**config.mk**
```make
export PLATFORM = sky130hd
export DESIGN_NAME = uctl_debounce
export DESIGN_NICKNAME = d
export VERILOG_FILES = /design/src/rtl/uctl_debounce_pkg.sv /design/src/rtl/uctl_debounce.sv
export SDC_FILE = /design/constraint.sdc
export NUM_CORES = 1
export LEC_CHECK = 0
export BUFFER_PORTS_ARGS = -buffer_cell sky130_fd_sc_hd__buf_2
export CORE_AREA = 4 4 48 50
export CTS_CLUSTER_DIAMETER = 200
export CTS_CLUSTER_SIZE = 40
export DETAILED_ROUTE_END_ITERATION = 12
export DIE_AREA = 0 0 52 54
export PLACE_DENSITY = 0.68
export SKIP_CTS_REPAIR_TIMING = 1
export SYNTH_ARGS = -nofsm -noshare
export SYNTH_HDL_FRONTEND = slang
export SYNTH_SLANG_ARGS = --single-unit
```
**constraint.sdc**
```tcl
create_clock -name clk -period 1.93 [get_ports clk]
set_clock_uncertainty 0.05 [all_clocks]
set_input_delay 0.193 -clock clk [delete_from_list [all_inputs] [get_ports clk]]
set_output_delay 0.193 -clock clk [all_outputs]
set_load 0.05 [all_outputs]
```
**src/rtl/uctl_debounce_pkg.sv**
```systemverilog
// uctl_debounce_pkg: state encoding and per-signal debounce defaults for the USB status debouncer.
package uctl_debounce_pkg;

    typedef enum logic {
        UCTL_DBNC_STABLE = 1'b0,
        UCTL_DBNC_CHECK  = 1'b1
    } uctl_dbnc_state_e;

    localparam int UCTL_DBNC_VBUS_CYCLES = 1000;
    localparam int UCTL_DBNC_ID_CYCLES   = 1000;
    localparam int UCTL_DBNC_IDLE_CYCLES = 1000;

endpackage

```
**src/rtl/uctl_debounce.sv**
```systemverilog
// uctl_debounce: accepts a level change after DEBOUNCE_CYCLES stable clocks and
// reports it as a clean level, one-cycle rise/fall pulses and a sticky change flag.
module uctl_debounce
    import uctl_debounce_pkg::*;
#(
    parameter int   CNT_W           = 16,
    parameter int   DEBOUNCE_CYCLES = UCTL_DBNC_VBUS_CYCLES,
    parameter logic INIT_VAL        = 1'b0
) (
    input  logic clk,
    input  logic reset,
    input  logic dataIn,
    input  logic clrFlag,
    output logic dataOut,
    output logic risePulse,
    output logic fallPulse,
    output logic changeFlag
);

    if (DEBOUNCE_CYCLES < 2 || longint'(DEBOUNCE_CYCLES) > (64'd1 << CNT_W)) begin : g_bad_cycles
        $error("uctl_debounce: DEBOUNCE_CYCLES out of range for CNT_W");
    end

    localparam logic [CNT_W-1:0] TERM = CNT_W'(DEBOUNCE_CYCLES - 1);

    uctl_dbnc_state_e state, state_nxt;
    logic [CNT_W-1:0] cnt, cnt_nxt;
    logic differ, accept;
    logic data_nxt, rise_nxt, fall_nxt, flag_nxt;

    always_ff @(posedge clk) begin
        if (reset) begin
            state      <= UCTL_DBNC_STABLE;
            cnt        <= '0;
            dataOut    <= INIT_VAL;
            risePulse  <= 1'b0;
            fallPulse  <= 1'b0;
            changeFlag <= 1'b0;
        end else begin
            state      <= state_nxt;
            cnt        <= cnt_nxt;
            dataOut    <= data_nxt;
            risePulse  <= rise_nxt;
            fallPulse  <= fall_nxt;
            changeFlag <= flag_nxt;
        end
    end

    // Terminal compare happens before the increment, so cnt tops out at TERM and never wraps.
    always_comb begin
        differ    = dataIn != dataOut;
        accept    = (state == UCTL_DBNC_CHECK) && differ && (cnt == TERM);
        state_nxt = (differ && !accept) ? UCTL_DBNC_CHECK : UCTL_DBNC_STABLE;
        cnt_nxt   = !(differ && !accept) ? '0 :
                    (state == UCTL_DBNC_STABLE) ? CNT_W'(1) : cnt + CNT_W'(1);
    end

    always_comb begin
        data_nxt = accept ? ~dataOut : dataOut;
        rise_nxt = accept && !dataOut;
        fall_nxt = accept && dataOut;
        flag_nxt = accept || (changeFlag && !clrFlag);
    end

endmodule

```
Yosys cells after proc, flatten, opt, wreduce, memory -nomap -nowiden

Index checks and enable logic that the tools add are counted.

Flip-flop bits (word level): 21
Input bits: 4
Logic and storage cells: 27

Add/subtract/negate cells: 1
Equal/unequal tests: 2
Mux-type cells: 2
Bitwise logic cells: 3
Reductions and logical operators: 12

Operators by type and width:

| cell                                                               | count |
|---|---|
| 16-bit by 1-bit adder with 16-bit output (second input constant)   | 1 |
| 16-bit by 10-bit == test with 1-bit output (second input constant) | 1 |
| 1-bit logical AND                                                  | 6 |
| 1-bit logical NOT                                                  | 3 |
| 1-bit inverter                                                     | 3 |
| 3-bit OR reduction                                                 | 1 |
| 1-bit 2-to-1 mux                                                   | 2 |
| 2-bit OR reduction                                                 | 1 |
| 1-bit logical OR                                                   | 1 |
| 1-bit != test                                                      | 1 |

Longest topological paths before layout

Word-level depth: 7
Gate-level depth with buffers: 7
Depth with buffers taken out: 5

Worst setup path after synthesis

OpenSTA, ideal clock, no wires.

Path type: reg-to-reg
Start: register cnt[14]
End: register cnt[15]
Setup time: 115 ps
Data arrival time: 1857 ps
Data required time: 1765 ps
Slack: -91 ps
Stages on the path, launching flop included: 7
Period minus slack after synthesis: 2021 ps
Cells stage by stage: dfxtp_1 or4_1 or4_1 buf_2 o211ai_2 buf_6 nor2_1

Word-level cells in the longest chain between the ends: 6

Ends and longest elaborated chain:

| what                                                                                             | RTL line            | text |
|---|---|---|
| start: declaration                                                                               | uctl_debounce.sv:27 | `logic [CNT_W-1:0] cnt, cnt_nxt;` |
| start signal: assignment                                                                         | uctl_debounce.sv:41 | `cnt <= cnt_nxt;` |
| parallel branches: the longest is 6 deep, another holds 16-bit by 1-bit adder with 16-bit output | -                   |  |

Parallel ways; which one is timed is not known.
A chain may end at the register's enable or synchronous reset.

Worst setup path after layout

Start: register cnt[14]
End: register dataOut

Word-level cells in the longest chain between the ends: 2

Ends and longest elaborated chain:

| what                                       | RTL line            | text |
|---|---|---|
| 16-bit by 10-bit == test with 1-bit output | uctl_debounce.sv:52 | `accept = (state == UCTL_DBNC_CHECK) && differ && (cnt == TERM);` |
| 1-bit logical AND                          | uctl_debounce.sv:52 |  |
| end signal: assignment                     | uctl_debounce.sv:42 | `dataOut <= data_nxt;` |
| end: declaration                           | uctl_debounce.sv:14 | `output logic dataOut,` |

No other way between the ends.

==> results by group <==
Global route
  – Number of global-route vias before repair: about 750
  – Gr usage total: 0.155
  – Final global-route overflow total: 0
  – Maximum number of pins on one net before global-route repair: 12
  – Global-route wire length before repair: ~3200 um
  – Antenna violations before repair: 0

STA
  – Post-layout min period: between 1.5 and 2 ns
  – Final period utilization: 1.03
  – RSZ-0062 raised after global routing: yes
  – Measured slew at the worst slew-check pin: between 0.3 and 0.4 ns
  – Number of max-slew violations in the final report: 0
  – Min setup slack post-route: -0.0662 ns
  – Hold Violations, Final: 0
  – Timing-limited maximum frequency: around 0.5 GHz
  – Setup violators final: 16
  – Worst slew margin relative to its limit: 0.786

Yosys
  – Post-synthesis share of cell area spent on xor and xnor gates: 0.137
  – Number of synthesized register bits: 21
  – Most frequent cell after synthesis: sky130_fd_sc_hd__dfxtp_1
  – Most numerous cell types in the synthesized netlist: sky130_fd_sc_hd__dfxtp_1, sky130_fd_sc_hd__nor2_1, sky130_fd_sc_hd__xnor2_1
  – Share of synthesized registers carrying an async set or reset: 0
  – Post-synth cell types: 26
  – Number of enable flip-flop cells after synthesis: 0
  – Fraction of the mapped netlist area in simple logic gates: 0.281
  – Mapped Nets: ~100
  – Most instantiated flip-flop cell in the synthesis netlist: sky130_fd_sc_hd__dfxtp_1
  – Post-Synthesis Cells: 99
  – Adder and majority cell fraction of the synthesized area: 0.0140
  – Synth top area cells: sky130_fd_sc_hd__dfxtp_1, sky130_fd_sc_hd__xnor2_1, sky130_fd_sc_hd__nor2_1
  – Post-Synthesis Cell Area: approximately 900 um^2
  – Combinational family with the most area after synthesis: simple AND/OR/NAND/NOR gates
  – Post-Synthesis Mean Instance Area: ~9 um^2
  – Compound-gate portion of the synthesized area: 0.0617
  – Post-synthesis cell type with the largest combined area: sky130_fd_sc_hd__dfxtp_1
  – Sequential area share after synthesis: 0.471
  – Mux cell area share after synthesis: 0
  – Number of warnings reported in the yosys synthesis log: 0
  – Area share of the leading cell type in the synthesized netlist: 0.471

Clock tree
  – Root buffer cell: sky130_fd_sc_hd__clkbuf_4
  – TritonCTS buffer count: 3
  – Buffer levels on the longest clock path: 2
  – Clock-pin slew on the worst setup and hold paths: approximately 0.11 ns
  – Maximum level of the CTS H-tree: 1
  – CTS tree: yes
  – TritonCTS Sinks: 21
  – Clock latency at the later pin of the worst-skew pair: around 0.30 ns

Job
  – Max-cap violations: 0

Final layout
  – Fillers: approximately 190
  – Share of post-route cells with drive strength above 1: 0.221
  – Number of nets in the layout: approximately 130
  – Fin util: 0.576
  – Final design area excluding fillers: roughly 1100 um^2
  – Post-synthesis to final-layout area growth: 22.9%
  – Total inserted antenna cells: 0

Die
  – Initial core utilization: 0.469
  – Row count: 16
  – Die Ht: 54 um
  – DIE WIDTH: around 52 um
  – Top-level I/O count: 8
  – Die ar.: about 2800 um^2
  – Core region area: 1900 um^2

Hold path
  – Hold Path Stages: 2
  – Worst Hold Endpoint: dataOut
  – Type of the tightest min-delay check: in -> reg
  – Start point of the worst hold path: reset

Worst setup path
  – Depth of the worst register-to-register path: 5
  – Classification of the worst setup path: reg -> reg
  – Highest-delay cell along the critical path: sky130_fd_sc_hd__or4_4
  – Data required, critical path: roughly 2.1 ns
  – Critical Path, Cell by Cell: or4_1, or4_4, buf_4, o21ai_1, a21oi_1
  – Arrival time of data at the critical path endpoint: about 2.1 ns
  – Longest individual stage delay on the worst path: about 0.58 ns
  – Crit path capture type: register
  – Origin of the critical flop-to-flop path: cnt[14]
  – Slack of the worst reg-to-reg path: -0.07 ns
  – Worst flop-to-flop path endpoint: dataOut
  – Largest driver fanout on the critical path: 5
  – Worst Setup Start Kind: register

Place
  – DP Area: between 1000 and 1500 um^2
  – Final HPWL DP: about 1400 um
  – Final estimated routing congestion in global placement: approximately 0.86
  – Count of input and output buffers: 7

Pwr
  – Leakage power figure: roughly 0.4 nW
  – Worst voltage drop across the vdd grid: ~0.45 mV
  – Pwr/cell area: slightly above 600 nW/um^2

Run status
  – Status: finished, violations left
  – Violations in the final reports: setup timing

Drt
  – Number of remaining DRC errors: 0
  – ANT nets after route: 0
  – Vias after detailed routing: around 750
  – Met2 routed WL: 884 um
  – M1 WL: 863 um
  – Final routed wire length divided by cell count: ~12 um
  – First-pass detailed-route iteration total: 4
  – Uppermost signal routing layer after detailed routing: met4
  – Number of design-rule violations left by the first detailed-router iteration: 14
  – Vias per std cell: just over 5
  – Total Routed Length: 1820 um
  – Met3 Wirelength: 31 um
[worst max path at each step]
stage,start,to,cells after the start
6_report,cnt[14],dataOut,5
5_1_grt,cnt[14],dataOut,5
4_1_cts,cnt[14],dataOut,5
3_5_place_dp,cnt[14],dataOut,5
3_3_place_gp,cnt[14],cnt[9],5
2_1_floorplan,cnt[14],cnt[15],6
[area by class of cell]
type,count,area (um^2),area share
multi-input combinational,72,453,0.413
timing repair buffer,22,151,0.138
sequential,21,420,0.384
clock buffer,4,26.3,0.0240
inverter,3,11.3,0.0103
tap,27,33.8,0.0308
[metrics by stage]
step	TNS [ns]	hold WS [ns]	power, W	setup slack, ns	std cells
global route	-1.55	0.0182	0.000689	-0.130	149
CTS	-2.60	0.0169	0.000671	-0.182	149
detailed placement	-2.03	0.347	0.000467	-0.150	145
global placement	-1.11	0.340	0.000466	-0.0842	145
floorplan	-0.767	0.212	0.000458	-0.0692	99
finish	-0.746	0.0243	0.000665	-0.0662	149
[state kept, by name, summed over array words and instances (netlist names)]
name and cells:
risePulse 1, changeFlag 1, dataOut 1, state 1
fallPulse 1, cnt 16
[logic make-up after synthesis]
group	Yosys count
and+or+nand+nor	49
xor gates and xnor gates	14
DFF	21
AOI/OAI and AO/OA	8
adders and majority gates	1
buffers and inverters	6
[power by group]
| part | switching [W] | total, W | internal, W |
|---|---|---|---|
| clock | 0.000127 | 0.000207 | 0.0000807 |
| sequential | 0.00000171 | 0.000437 | 0.000436 |
| combinational | 0.0000102 | 0.0000199 | 0.00000974 |
[metal layers]
metal | up-vias | global-route usage
met4 | 0 | 0.0786
met2 | 4 | 0.276
met5 | - | 0
li1 | 389 | -
met1 | 351 | 0.179
met3 | 5 | 0.0249
[worst max-delay path: cells and delay by family, from the launching register on]
| family | cells | cell delay (ns) |
|---|---|---|
| buffers and inverters | 1 | 0.17 |
| flip-flops | 1 | 0.33 |
| AO/OA/AOI/OAI | 2 | 0.25 |
| AND/OR/NAND/NOR | 2 | 1.10 |
[cells in the final DEF, fill, tap and decap left out, drive strengths merged, types with 3 or more instances in the layout]
| master | count |
|---|---|
| nand3 | 4 |
| buf | 22 |
| nor2 | 16 |
| clkbuf | 4 |
| xor2 | 3 |
| nand4 | 6 |
| or3 | 3 |
| nor4 | 5 |
| dfxtp | 21 |
| inv | 3 |
| nand2 | 3 |
| nor3 | 5 |
| xnor2 | 11 |
Note: power is estimated with default switching activity, not from simulation.
